## config.mk

```make
export PLATFORM = sky130hd
export DESIGN_NAME = run_length_unit
export DESIGN_NICKNAME = d
export VERILOG_FILES = /design/src/rtl/run_length_unit_pkg.sv /design/src/rtl/run_length_unit_scan_step.sv /design/src/rtl/run_length_unit.sv
export SDC_FILE = /design/constraint.sdc
export NUM_CORES = 1
export LEC_CHECK = 0
export ABC_CLOCK_PERIOD_IN_PS = 7800
export BUFFER_PORTS_ARGS = -buffer_cell sky130_fd_sc_hd__buf_2
export CAP_MARGIN = 20
export CORE_ASPECT_RATIO = 0.9
export CORE_MARGIN = 1.5
export CORE_UTILIZATION = 56
export CTS_BUF_LIST = sky130_fd_sc_hd__clkbuf_8
export DETAILED_ROUTE_END_ITERATION = 16
export GPL_ROUTABILITY_DRIVEN = 0
export PLACE_DENSITY = 0.79
export SYNTH_ARGS = -nofsm -noshare
export SYNTH_HDL_FRONTEND = slang
export SYNTH_SLANG_ARGS = --single-unit
```

## constraint.sdc

```tcl
create_clock -name clk -period 7.8 [get_ports clk]
set_input_delay 0.78 -clock clk [delete_from_list [all_inputs] [get_ports clk]]
set_output_delay 0.78 -clock clk [all_outputs]
set_load 0.01 [all_outputs]
```

## src/rtl/run_length_unit_pkg.sv

```systemverilog
// Shared definitions for the bit-run analyser.
// Holds the mode encodings, the FSM state codes and the mode-to-target-bit helper.
package run_length_unit_pkg;

    // Operation selected by the 2-bit mode input.
    typedef enum logic [1:0] {
        CAL_MAXONE  = 2'b00,   // longest run of ones
        CAL_MAXZERO = 2'b01,   // longest run of zeros
        CAL_RUNCNT  = 2'b10,   // number of runs of ones
        CAL_POPCNT  = 2'b11    // number of ones
    } cal_mode_e;

    // Controller states.
    typedef enum logic [1:0] {
        IDLE = 2'b00,
        SCAN = 2'b01,
        DONE = 2'b10
    } rlu_state_e;

    // Bit value whose runs are measured: zeros only for the max-zero-run mode.
    function automatic logic target_bit(input cal_mode_e m);
        logic t;
        case (m)
            CAL_MAXZERO: t = 1'b0;
            CAL_MAXONE:  t = 1'b1;
            CAL_RUNCNT:  t = 1'b1;
            CAL_POPCNT:  t = 1'b1;
            default:     t = 1'b1;
        endcase
        return t;
    endfunction

endpackage

```

## src/rtl/run_length_unit_scan_step.sv

```systemverilog
// run_scan_step: combinational update of the run statistics for one STEP-bit slice.
// Bits are consumed LSB first so a run that spans slices keeps growing via cur/prev.
// Ports:
//   slice             STEP bits of the operand to consume this beat
//   target            bit value whose runs are tracked by cur/max
//   cur_in/cur_out    length of the current target run
//   max_in/max_out    longest target run seen so far
//   cnt_in/cnt_out    number of ones-runs started so far
//   pop_in/pop_out    number of ones seen so far
//   prev_in/prev_out  last bit consumed (0 before the first bit)
module run_scan_step #(
    parameter int STEP  = 4,
    parameter int CNT_W = 6
) (
    input  logic [STEP-1:0]  slice,
    input  logic             target,
    input  logic [CNT_W-1:0] cur_in,
    input  logic [CNT_W-1:0] max_in,
    input  logic [CNT_W-1:0] cnt_in,
    input  logic [CNT_W-1:0] pop_in,
    input  logic             prev_in,
    output logic [CNT_W-1:0] cur_out,
    output logic [CNT_W-1:0] max_out,
    output logic [CNT_W-1:0] cnt_out,
    output logic [CNT_W-1:0] pop_out,
    output logic             prev_out
);

    logic [CNT_W-1:0] cur_s;
    logic [CNT_W-1:0] max_s;
    logic [CNT_W-1:0] cnt_s;
    logic [CNT_W-1:0] pop_s;
    logic             prev_s;

    // Walk the slice bit by bit, chaining the running statistics.
    always_comb begin
        cur_s  = cur_in;
        max_s  = max_in;
        cnt_s  = cnt_in;
        pop_s  = pop_in;
        prev_s = prev_in;
        for (int i = 0; i < STEP; i++) begin
            if (slice[i] == target) begin
                cur_s = cur_s + CNT_W'(1'b1);
            end else begin
                cur_s = {CNT_W{1'b0}};
            end
            if (cur_s > max_s) begin
                max_s = cur_s;
            end else begin
                max_s = max_s;
            end
            // A ones-run starts on a 0->1 transition.
            cnt_s  = cnt_s + CNT_W'(slice[i] & ~prev_s);
            pop_s  = pop_s + CNT_W'(slice[i]);
            prev_s = slice[i];
        end
        cur_out  = cur_s;
        max_out  = max_s;
        cnt_out  = cnt_s;
        pop_out  = pop_s;
        prev_out = prev_s;
    end

endmodule

```

## src/rtl/run_length_unit.sv

```systemverilog
// run_length_unit: multi-cycle bit-run analyser with start/busy handshake.
// Scans a WIDTH-bit operand STEP bits per cycle, LSB first, over N = WIDTH/STEP beats.
// Ports:
//   clk     rising-edge clock
//   reset   asynchronous active-high reset, aborts any scan
//   start   request, accepted only in IDLE or DONE
//   mode    00 max ones-run, 01 max zeros-run, 10 ones-run count, 11 popcount
//   data    operand, sampled with an accepted start
//   busy    high during the N scan cycles
//   done    one-cycle pulse, result valid in the same cycle
//   result  last completed result, held until the next completion
module run_length_unit
    import run_length_unit_pkg::*;
#(
    parameter int WIDTH = 32,
    parameter int STEP  = 4,
    parameter int CNT_W = $clog2(WIDTH + 1)
) (
    input  logic             clk,
    input  logic             reset,
    input  logic             start,
    input  logic [1:0]       mode,
    input  logic [WIDTH-1:0] data,
    output logic             busy,
    output logic             done,
    output logic [CNT_W-1:0] result
);

    localparam int BEATS  = WIDTH / STEP;
    localparam int BEAT_W = (BEATS > 1) ? $clog2(BEATS) : 1;

    rlu_state_e        state_r;
    rlu_state_e        state_next_s;
    cal_mode_e         mode_r;
    logic [WIDTH-1:0]  shift_r;
    logic [BEAT_W-1:0] beat_r;
    logic [CNT_W-1:0]  cur_r;
    logic [CNT_W-1:0]  max_r;
    logic [CNT_W-1:0]  cnt_r;
    logic [CNT_W-1:0]  pop_r;
    logic              prev_r;
    logic              busy_r;
    logic              done_r;
    logic [CNT_W-1:0]  result_r;

    logic              load_s;
    logic              last_beat_s;
    logic [CNT_W-1:0]  cur_s;
    logic [CNT_W-1:0]  max_s;
    logic [CNT_W-1:0]  cnt_s;
    logic [CNT_W-1:0]  pop_s;
    logic              prev_s;
    logic [CNT_W-1:0]  final_s;

    assign last_beat_s = (beat_r == BEAT_W'(BEATS - 1));

    run_scan_step #(
        .STEP  (STEP),
        .CNT_W (CNT_W)
    ) u_step (
        .slice    (shift_r[STEP-1:0]),
        .target   (target_bit(mode_r)),
        .cur_in   (cur_r),
        .max_in   (max_r),
        .cnt_in   (cnt_r),
        .pop_in   (pop_r),
        .prev_in  (prev_r),
        .cur_out  (cur_s),
        .max_out  (max_s),
        .cnt_out  (cnt_s),
        .pop_out  (pop_s),
        .prev_out (prev_s)
    );

    // Next-state logic; load_s marks an accepted start.
    always_comb begin
        state_next_s = state_r;
        load_s       = 1'b0;
        case (state_r)
            IDLE: begin
                if (start) begin
                    state_next_s = SCAN;
                    load_s       = 1'b1;
                end else begin
                    state_next_s = IDLE;
                end
            end
            SCAN: begin
                if (last_beat_s) begin
                    state_next_s = DONE;
                end else begin
                    state_next_s = SCAN;
                end
            end
            DONE: begin
                // Back-to-back: a start here skips IDLE.
                if (start) begin
                    state_next_s = SCAN;
                    load_s       = 1'b1;
                end else begin
                    state_next_s = IDLE;
                end
            end
            default: begin
                state_next_s = IDLE;
                load_s       = 1'b0;
            end
        endcase
    end

    // Pick the statistic that the latched mode asks for, including the final slice.
    always_comb begin
        final_s = max_s;
        case (mode_r)
            CAL_MAXONE:  final_s = max_s;
            CAL_MAXZERO: final_s = max_s;
            CAL_RUNCNT:  final_s = cnt_s;
            CAL_POPCNT:  final_s = pop_s;
            default:     final_s = max_s;
        endcase
    end

    // State, datapath and output registers; busy/done are registered from the next state.
    always_ff @(posedge clk or posedge reset) begin
        if (reset) begin
            state_r  <= IDLE;
            mode_r   <= CAL_MAXONE;
            shift_r  <= {WIDTH{1'b0}};
            beat_r   <= {BEAT_W{1'b0}};
            cur_r    <= {CNT_W{1'b0}};
            max_r    <= {CNT_W{1'b0}};
            cnt_r    <= {CNT_W{1'b0}};
            pop_r    <= {CNT_W{1'b0}};
            prev_r   <= 1'b0;
            busy_r   <= 1'b0;
            done_r   <= 1'b0;
            result_r <= {CNT_W{1'b0}};
        end else begin
            state_r <= state_next_s;
            busy_r  <= (state_next_s == SCAN);
            done_r  <= (state_next_s == DONE);
            if (load_s) begin
                shift_r <= data;
                mode_r  <= cal_mode_e'(mode);
                beat_r  <= {BEAT_W{1'b0}};
                cur_r   <= {CNT_W{1'b0}};
                max_r   <= {CNT_W{1'b0}};
                cnt_r   <= {CNT_W{1'b0}};
                pop_r   <= {CNT_W{1'b0}};
                prev_r  <= 1'b0;
            end else if (state_r == SCAN) begin
                shift_r <= shift_r >> STEP;
                beat_r  <= beat_r + BEAT_W'(1'b1);
                cur_r   <= cur_s;
                max_r   <= max_s;
                cnt_r   <= cnt_s;
                pop_r   <= pop_s;
                prev_r  <= prev_s;
                if (last_beat_s) begin
                    result_r <= final_s;
                end else begin
                    result_r <= result_r;
                end
            end else begin
                shift_r <= shift_r;
                beat_r  <= beat_r;
            end
        end
    end

    assign busy   = busy_r;
    assign done   = done_r;
    assign result = result_r;

endmodule

```

==> results of run 1 <==
## state kept, by name (all words and copies together), names as in the netlist
name / count
done: 1
mode_r: 2
beat_r: 3
prev_r: 1
busy: 1
pop_r: 6
result: 6
state_r: 2
cur_r: 6
max_r: 6
cnt_r: 6
shift_r: 32
## worst reg2reg max path, delay by kind of cell (launching register included)
family	cells	cell delay [ps]
and+or+nand+nor	10	1140
adders and majority gates	4	1150
muxes	1	270
AOI/OAI and AO/OA	18	3760
buffers and inverters	4	590
xor gates and xnor gates	1	270
DFF	1	400
## layer usage
| metal | vias up | GRT usage [%] | wire length, um |
|---|---|---|---|
| met5 | - | 0 | 0 |
| met4 | 0 | 8.33 | 418 |
| met3 | 44 | 5.43 | 939 |
| met2 | 224 | 49.2 | 6810 |
| met1 | 2286 | 39.5 | 5960 |
| li1 | 2179 | - | - |
## per-stage QoR
| stage | hold WS, ps | std cells | TNS [ps] | utilization (%) | cell area [sq um] |
|---|---|---|---|---|---|
| floorplan | 446 | 575 | 0 | - | 5010 |
| global placement | 460 | 729 | 0 | 62.7 | 5400 |
| detailed placement | 463 | 729 | -2510 | 62.7 | 5400 |
| CTS | 486 | 751 | 0 | 66.3 | 5700 |
| global route | 499 | 770 | -726 | 70.3 | 6050 |
| finish | 483 | 770 | 0 | 70.3 | 6050 |
## cell families after synthesis
| kind of cell | after synthesis | synth area share, % |
|---|---|---|
| buf+inv | 64 | 5.06 |
| compound gates | 160 | 23.2 |
| mux | 11 | 2.28 |
| flops | 72 | 36.1 |
| xor+xnor | 32 | 5.99 |
| fa+ha+maj | 34 | 9.27 |
| simple gates | 202 | 18.1 |
## worst max-delay path by stage
stage | from | end | slack [ps] | cells after the start
finish | mode_r[0]$_DFFE_PP0P_ | result[0]$_DFFE_PP0P_ | 180 | 38
global route | mode_r[0]$_DFFE_PP0P_ | max_r[0]$_DFFE_PP0P_ | -130 | 39
CTS | cur_r[0]$_DFFE_PP0P_ | result[5]$_DFFE_PP0P_ | 10 | 39
detailed placement | cur_r[0]$_DFFE_PP0P_ | result[2]$_DFFE_PP0P_ | -330 | 39
global placement | cur_r[0]$_DFFE_PP0P_ | result[2]$_DFFE_PP0P_ | 70 | 39
floorplan | cur_r[0]$_DFFE_PP0P_ | result[2]$_DFFE_PP0P_ | 90 | 41
## timing repair
item                       in CTS  in global routing
resized for setup               8                 42
setup endpoints to repair      10                 12
setup buffers                   6                 19
pin swaps                       3                 20
hold buffers                    0                  0
## synthesized netlist by cell type, types with 4 or more instances
cell,count,area [sq um]
o21a_1,4,30.0
o211ai_1,5,37.5
xnor2_1,19,166
nor3_1,6,30.0
a22oi_1,27,203
ha_1,29,363
buf_2,4,20.0
fa_1,5,100
nor2b_1,8,50.1
a31oi_1,7,43.8
nand2b_1,10,62.6
nand2_1,102,383
xor2_1,12,105
o21ai_0,34,170
a21oi_1,23,115
nor2_1,40,150
dfrtp_1,72,1800
o2111ai_1,12,105
and2_1,5,31.3
clkbuf_1,16,60.1
nand3_1,14,70.1
a22o_1,15,131
inv_1,40,150
mux2i_1,8,80.1
## area by class of cell
cell class              instances  area [sq um]  share of cell area (%)
clock inverters                 7           103                    1.70
repair buffers                 83           533                    8.81
flip-flops and latches         72          1810                    29.9
well taps                     119           149                    2.46
multi-input cells             439          3180                    52.6
clock buffers                   9           124                    2.05
inverters                      41           154                    2.54
## cells in the final DEF, fill, tap and decap left out, types with 4 or more instances in the layout
cell type  count
nand2_1      102
dfrtp_1       67
buf_2         44
inv_1         37
buf_4         36
nor2_1        35
o21ai_0       31
a22oi_1       27
ha_1          24
a21oi_1       19
xnor2_1       18
a22o_1        15
xor2_1        11
nand2b_1      10
nand3_1       10
o2111ai_1      9
clkbuf_8       9
a31oi_1        7
nor2b_1        6
nor3_1         6
mux2i_1        6
o21ai_1        5
o211ai_1       5
fa_1           5
ha_4           5
dfrtp_2        5
o21a_1         4
nor2_2         4
and2_1         4
==> results.toml, run 1 <==
[clocking]
cts_tree = "done"
insertion_delay_ps = 360
clk_pin_slew_worst_paths_ps = 90
clockRootBuffer = "clkbuf_8"
htreeDepth = 3
numCtsBuffers = 9
cts.sinks = 72
cts_buffer_depth = 2

[yosys]
ys_ff_latch = 72
netlist_area_sq_um = 4990
synth_nets = 646
syn_inst = 575
synth_sequential_area_ratio_pct = 36.1
synth_top_flop_cell = "dfrtp_1"
synth_edf_count = 0
yosys_warnings = 0
synth_cell_types = 63
avgSynthCellArea_sq_um = 8.68
async_reset_ff_share_pct = 100

[grt]
grt_pass1_wl_um = 21900
antenna_found_initial = 0
grt-ovfl-total = 0
grt_max_degree = 73
grt.total_usage_pct = 29.6
grt_pass1_vias = 4549

[final_layout]
drive_above_1_share_pct = 24.0
fillers = 670
nets = 717
n_antenna_cell = 0
area_growth_pct = 21.2

[timing]
worst_slack_ps = 178
finalSetupViolCount = 0
period_minus_slack_ps = 7620
fin_crit_sh_pct = 97.7
finClkSkew_ps = 15.5
fmax_mhz = 131
slew_violations = 0
max-slew-margin-rel_pct = 38.8
worst_pin_slew_ps = 918
finalHoldViolations = 0

[critical_path]
critPathBufInv = 4
crit_path_end_kind = "register"
crit_path_frequent_cell = "ha_1"
cp_top_family = "compound AO/OA/AOI/OAI gates"
worstSetupPathType = "reg2reg"
crit_fanout = 8
slowest_stage = "o41a_1"
reg2reg_slack_ps = 180
worstPathRequired_ps = 8080
max_stage_delay_ps = 410
rr_worst_depth = 38
rr_endpoint = "result[0]$_DFFE_PP0P_"
critical_path_arrival_ps = 7900
critPathLaunchType = "register"
reg2reg_from = "mode_r[0]$_DFFE_PP0P_"

[place]
numPortBuffers = 44
hpwl_um = 9730
dp_slack_ps = -326

[floorplanning]
die_h_um = 92.6
initial_core_util_pct = 58.0
coreArea_sq_um = 8610
die_area_sq_um = 9490
die_w_um = 103
rows = 32
ios = 45

[routing]
num_vias = 4733
drt-total-wl_um = 14100
vias_per_cell = 6.15
drc = 0
drt_iter0_markers = 312
first_pass_iters = 9
detail-route-antenna-nets = 0
wl_per_cell_um = 18.4

[outcome]
outcome = "complete, no violations"

[min_path]
hold_path_depth = 2
hold_start = "shift_r[24]$_DFFE_PP0P_"
holdPathEnd = "shift_r[24]$_DFFE_PP0P_"
hold_class = "reg2reg"

[run]
maxCapViolCount = 0
Power of run 1 is left out: the tool's default activity adds up to more than one toggle a clock period on the data nets, which glitch-free logic cannot reach.
==> inputs of run 2 (changes only) <==
Settings changed: SYNTH_HIERARCHICAL set to 1.
==> results.toml, run 2 <==
[critical_path]
reg2reg_slack_ps = -190
critical_path_arrival_ps = 8290
rr_worst_depth = 42
critPathCapture = "result[0]$_DFFE_PP0P_"
crit_cells = 42
worstSetupPathType = "reg2reg"
max_stage_delay_ps = 440
slowest_stage = "dfrtp_1"
startpoint = "cur_r[0]$_DFFE_PP0P_"
critPathBufInv = 5
crit_path_end_kind = "register"
cp_top_family = "compound AO/OA/AOI/OAI gates"
reg2reg_from = "cur_r[0]$_DFFE_PP0P_"
rr_endpoint = "result[0]$_DFFE_PP0P_"
critPathLaunchType = "register"
worstPathRequired_ps = 8100
crit_fanout = 6

[yosys]
synth_cell_types = 62
synth_edf_count = 0
synthTopCellsByCount = "dfrtp_1 (72), a22o_1 (57), a21o_1 (36), nor2_1 (36), inv_1 (33)"
netlist_area_sq_um = 4920
synth_nets = 562
synth_area_leaders = "dfrtp_1 (37%), a22o_1 (10%), ha_1 (6.9%), a21o_1 (5.5%), mux2i_1 (3.9%)"
yosys_warnings = 6
syn_inst = 492
synth_top_flop_cell = "dfrtp_1"
async_reset_ff_share_pct = 100
yosysMostFrequentCell = "dfrtp_1"
yosys.area.top_type = "dfrtp_1"
ys_ff_latch = 72
avgSynthCellArea_sq_um = 10.0
synth_top_area_share_pct = 36.6
synth_sequential_area_ratio_pct = 36.6

[routing]
num_vias = 4487
drt-total-wl_um = 14200
first_pass_iters = 5
wl_per_cell_um = 20.1
drt_iter0_markers = 368
detail-route-antenna-nets = 0
drc = 0
vias_per_cell = 6.36

[clocking]
cts.sinks = 72
cts_tree = "done"
numCtsBuffers = 9
htreeDepth = 3
clk_pin_slew_worst_paths_ps = 90
clockRootBuffer = "clkbuf_8"
insertion_delay_ps = 360
cts_buffer_depth = 2

[timing]
fin_setup_tns_ps = -859
period_minus_slack_ps = 7990
finalHoldViolations = 0
grt_setup_unrepaired = "yes"
finClkSkew_ps = 15.4
slew_violations = 0
fmax_mhz = 125
max-slew-margin-rel_pct = 41.1
worst_slack_ps = -192
worst_pin_slew_ps = 883
timing.hold.ws_ps = 478
finalSetupViolCount = 8
fin_crit_sh_pct = 102

[grt]
antenna_found_initial = 0
grt_pass1_vias = 4136
grt_max_degree = 73
grt_pass1_wl_um = 20000
grt.total_usage_pct = 27.2
grt-ovfl-total = 0

[floorplanning]
die_w_um = 102
coreArea_sq_um = 8570
ios = 45
initial_core_util_pct = 57.4
rows = 32
die_area_sq_um = 9360
die_h_um = 91.9

[final_layout]
area_growth_pct = 26.4
n_antenna_cell = 0
stdcell_count = 705
nets = 651
mostFrequentLayoutCells = "dfrtp_1 (71), a22o_1 (57), buf_4 (51)"
design_area_sq_um = 6220
drive_above_1_share_pct = 32.3
largest_reg_flops = 32
regMostFlops = "shift_r"
final_common_cell = "dfrtp_1"

[run]
maxCapViolCount = 0

[min_path]
hold_class = "reg2reg"

[place]
dp_cells = 656
place_area_sq_um = 5410
numPortBuffers = 44
hpwl_um = 8070

[outcome]
violations = "setup timing"
outcome = "finished with violations"
run 2: changes by cell type in the layout (fill, tap and decap cells not counted), sizes merged, moves of 10 or more:
cell / before / now
a22o: 15 / 57
o2111ai: 12 / 2
mux2i: 8 / 20
nand2: 102 / 25
a21o: 2 / 36
a22oi: 28 / 2
buf: 83 / 103
o21ai: 36 / 12
run 2: how the worst min path moves through the flow:
stage	from	to	depth (start not counted)	slack, ps
final	result[0]$_DFFE_PP0P_	result[0]$_DFFE_PP0P_	1	480
after global routing	result[1]$_DFFE_PP0P_	result[1]$_DFFE_PP0P_	1	490
after CTS	result[0]$_DFFE_PP0P_	result[0]$_DFFE_PP0P_	1	480
after detailed placement	result[0]$_DFFE_PP0P_	result[0]$_DFFE_PP0P_	1	460
after global placement	result[5]$_DFFE_PP0P_	result[5]$_DFFE_PP0P_	1	460
after floorplan	shift_r[10]$_DFFE_PP0P_	shift_r[10]$_DFFE_PP0P_	1	450
run 2: through the flow:
| step | setup slack (ps) | util, % |
|---|---|---|
| after global routing | -446 | 72.6 |
| after global placement | -112 | 63.2 |
| after CTS | 14.2 | 68.0 |
| after floorplan | 11.2 | - |
| after detailed placement | -397 | 63.2 |
| final | -192 | 72.6 |
run 2: per-layer routing:
metal / up-vias / track usage (%) / share of wire, % / wire, um
met4: 0 / 6.85 / 4.0 / 563
met3: 70 / 6.63 / 8.4 / 1190
met5: - / 0 / 0 / 0
met1: 2175 / 38.4 / 40 / 5660
li1: 1980 / - / - / -
met2: 262 / 42.2 / 48 / 6770
run 2: layout make-up:
| cell class | instances | area, sq um |
|---|---|---|
| Inverter | 33 | 124 |
| Clock buffer | 9 | 124 |
| Tap cell | 119 | 149 |
| Multi-Input combinational cell | 362 | 3230 |
| Sequential cell | 72 | 1800 |
| Timing Repair Buffer | 103 | 693 |
| Clock inverter | 7 | 97.6 |
| Fill cell | 568 | 2350 |
run 2: what timing repair did:
| item | 4_1_cts | 5_1_grt |
|---|---|---|
| setup buffers | 12 | 20 |
| hold endpoints to repair | 0 | 0 |
| hold buffers | 0 | 0 |
| resized for setup | 17 | 49 |
| pin swaps | 15 | 30 |
| setup endpoints to repair | 12 | 12 |
| gates cloned | 1 | 0 |
run 2: cells by family (layout without fill, tap and decap cells):
family	after synthesis	after routing	synth area share, %
XOR/XNOR	26	26	5.01
multiplexers	27	27	5.90
AND/OR/NAND/NOR	117	117	12.4
buffers and inverters	59	152	5.92
AO/OA/AOI/OAI	157	158	24.6
flip-flops	72	72	36.6
adder cells (fa/ha/maj)	34	34	9.51
Power of run 2 is left out for the same reason.
==> inputs of run 3 (changes only) <==
Settings changed: CORE_UTILIZATION 56 to 55, CTS_BUF_LIST sky130_fd_sc_hd__clkbuf_8 to sky130_fd_sc_hd__clkbuf_16, PLACE_DENSITY 0.79 to 0.78.
==> results.toml, run 3 (same netlist as run 2, synthesis figures left out) <==
[routing]
first_pass_iters = 5
drc = 0
vias_per_cell = 6.17
num_vias = 4254
drt_iter0_markers = 214
wl_per_cell_um = 17.9
drt-total-wl_um = 12400
detail-route-antenna-nets = 0

[floorplanning]
die_h_um = 92.7
ios = 45
initial_core_util_pct = 56.9
coreArea_sq_um = 8650
die_area_sq_um = 9520
rows = 32
die_w_um = 103

[timing]
fin_crit_sh_pct = 102
worst_pin_slew_ps = 891
grt_setup_unrepaired = "yes"
slew_violations = 0
period_minus_slack_ps = 7940
finalHoldViolations = 0
worst_slack_ps = -144
fmax_mhz = 126
finalSetupViolCount = 6
finClkSkew_ps = 6.26
max-slew-margin-rel_pct = 40.6

[grt]
antenna_found_initial = 0
grt_max_degree = 73
grt_pass1_wl_um = 19800
grt-ovfl-total = 0
grt_pass1_vias = 4165
grt.total_usage_pct = 26.7

[min_path]
hold_class = "reg2reg"
hold_start = "result[4]$_DFFE_PP0P_"
holdPathEnd = "result[4]$_DFFE_PP0P_"
hold_path_depth = 1

[critical_path]
critPathLaunchType = "register"
rr_worst_depth = 43
worstPathRequired_ps = 8020
max_stage_delay_ps = 420
rr_endpoint = "result[5]$_DFFE_PP0P_"
reg2reg_slack_ps = -140
slowest_stage = "dfrtp_1"
worstSetupPathType = "reg2reg"
reg2reg_from = "cur_r[1]$_DFFE_PP0P_"
crit_path_end_kind = "register"
critical_path_arrival_ps = 8160
crit_fanout = 6

[final_layout]
nets = 637
regMostFlops = "shift_r"
final_util_pct = 70.8
n_antenna_cell = 0
area_growth_pct = 24.4
largest_reg_flops = 32
mostFrequentLayoutCells = "dfrtp_1 (71), a22o_1 (57), buf_2 (44)"
drive_above_1_share_pct = 29.6
final_common_cell = "dfrtp_1"

[clocking]
clockRootBuffer = "clkbuf_16"
hold_buffers = 0
numCtsBuffers = 9
cts_tree = "done"
insertion_delay_ps = 330
cts.sinks = 72
htreeDepth = 3
clk_pin_slew_worst_paths_ps = 60
cts_buffer_depth = 2

[outcome]
outcome = "finished with violations"
violations = "setup timing"

[place]
numPortBuffers = 44
hpwl_um = 8360

[run]
maxCapViolCount = 0
==> run 3: worst max-delay path by stage <==
stage	startpoint	to	slack, ps	depth (start not counted)
2_1_floorplan	mode_r[1]$_DFFE_PP0P_	result[5]$_DFFE_PP0P_	10	45
3_3_place_gp	mode_r[1]$_DFFE_PP0P_	result[4]$_DFFE_PP0P_	40	41
3_5_place_dp	mode_r[1]$_DFFE_PP0P_	result[4]$_DFFE_PP0P_	-210	42
4_1_cts	mode_r[1]$_DFFE_PP0P_	result[5]$_DFFE_PP0P_	10	42
5_1_grt	cur_r[1]$_DFFE_PP0P_	result[5]$_DFFE_PP0P_	-570	43
6_report	cur_r[1]$_DFFE_PP0P_	result[5]$_DFFE_PP0P_	-140	43
==> run 3: timing repair <==
action / 4_1_cts / 5_1_grt
hold endpoints to repair: 0 / 0
setup endpoints to repair: 10 / 12
setup buffers: 13 / 8
pin swaps: 17 / 31
cloned: 1 / 0
gates resized for setup: 15 / 42
==> run 3: per-layer routing <==
metal	track usage [%]	vias to the layer above	wire, um
met5	0	-	0
met4	11.3	0	425
met3	6.87	38	778
met2	41.7	155	5970
met1	34.9	2105	5200
li1	-	1956	-
==> run 3: cell type report <==
| type | instances | area (sq um) |
|---|---|---|
| inverter | 33 | 124 |
| fill | 664 | 2530 |
| timing repair buffer | 90 | 592 |
| clock buffer | 9 | 225 |
| clock inverter | 6 | 83.8 |
| tap | 119 | 149 |
| multi-input combinational | 361 | 3140 |
| sequential | 72 | 1800 |
==> run 3: worst max-delay path: cells and delay by family, from the launching register on <==
family,cells,cell delay [ps]
buffers and inverters,5,630
AOI/OAI and AO/OA,15,2560
xor gates and xnor gates,1,180
muxes,5,1270
adders and majority gates,4,1080
DFF,1,420
and+or+nand+nor,13,1680
==> run 3: per-stage QoR <==
stage	setup WS (ps)	hold WS (ps)	instances	TNS (ps)	instance area, sq um
2_1_floorplan	11.2	450	492	0	5010
3_3_place_gp	42.7	459	653	0	5390
3_5_place_dp	-212	466	653	-937	5390
4_1_cts	13.2	479	682	0	5880
5_1_grt	-575	491	690	-5120	6120
6_report	-144	478	690	-248	6120
Power of run 3 is left out for the same reason.
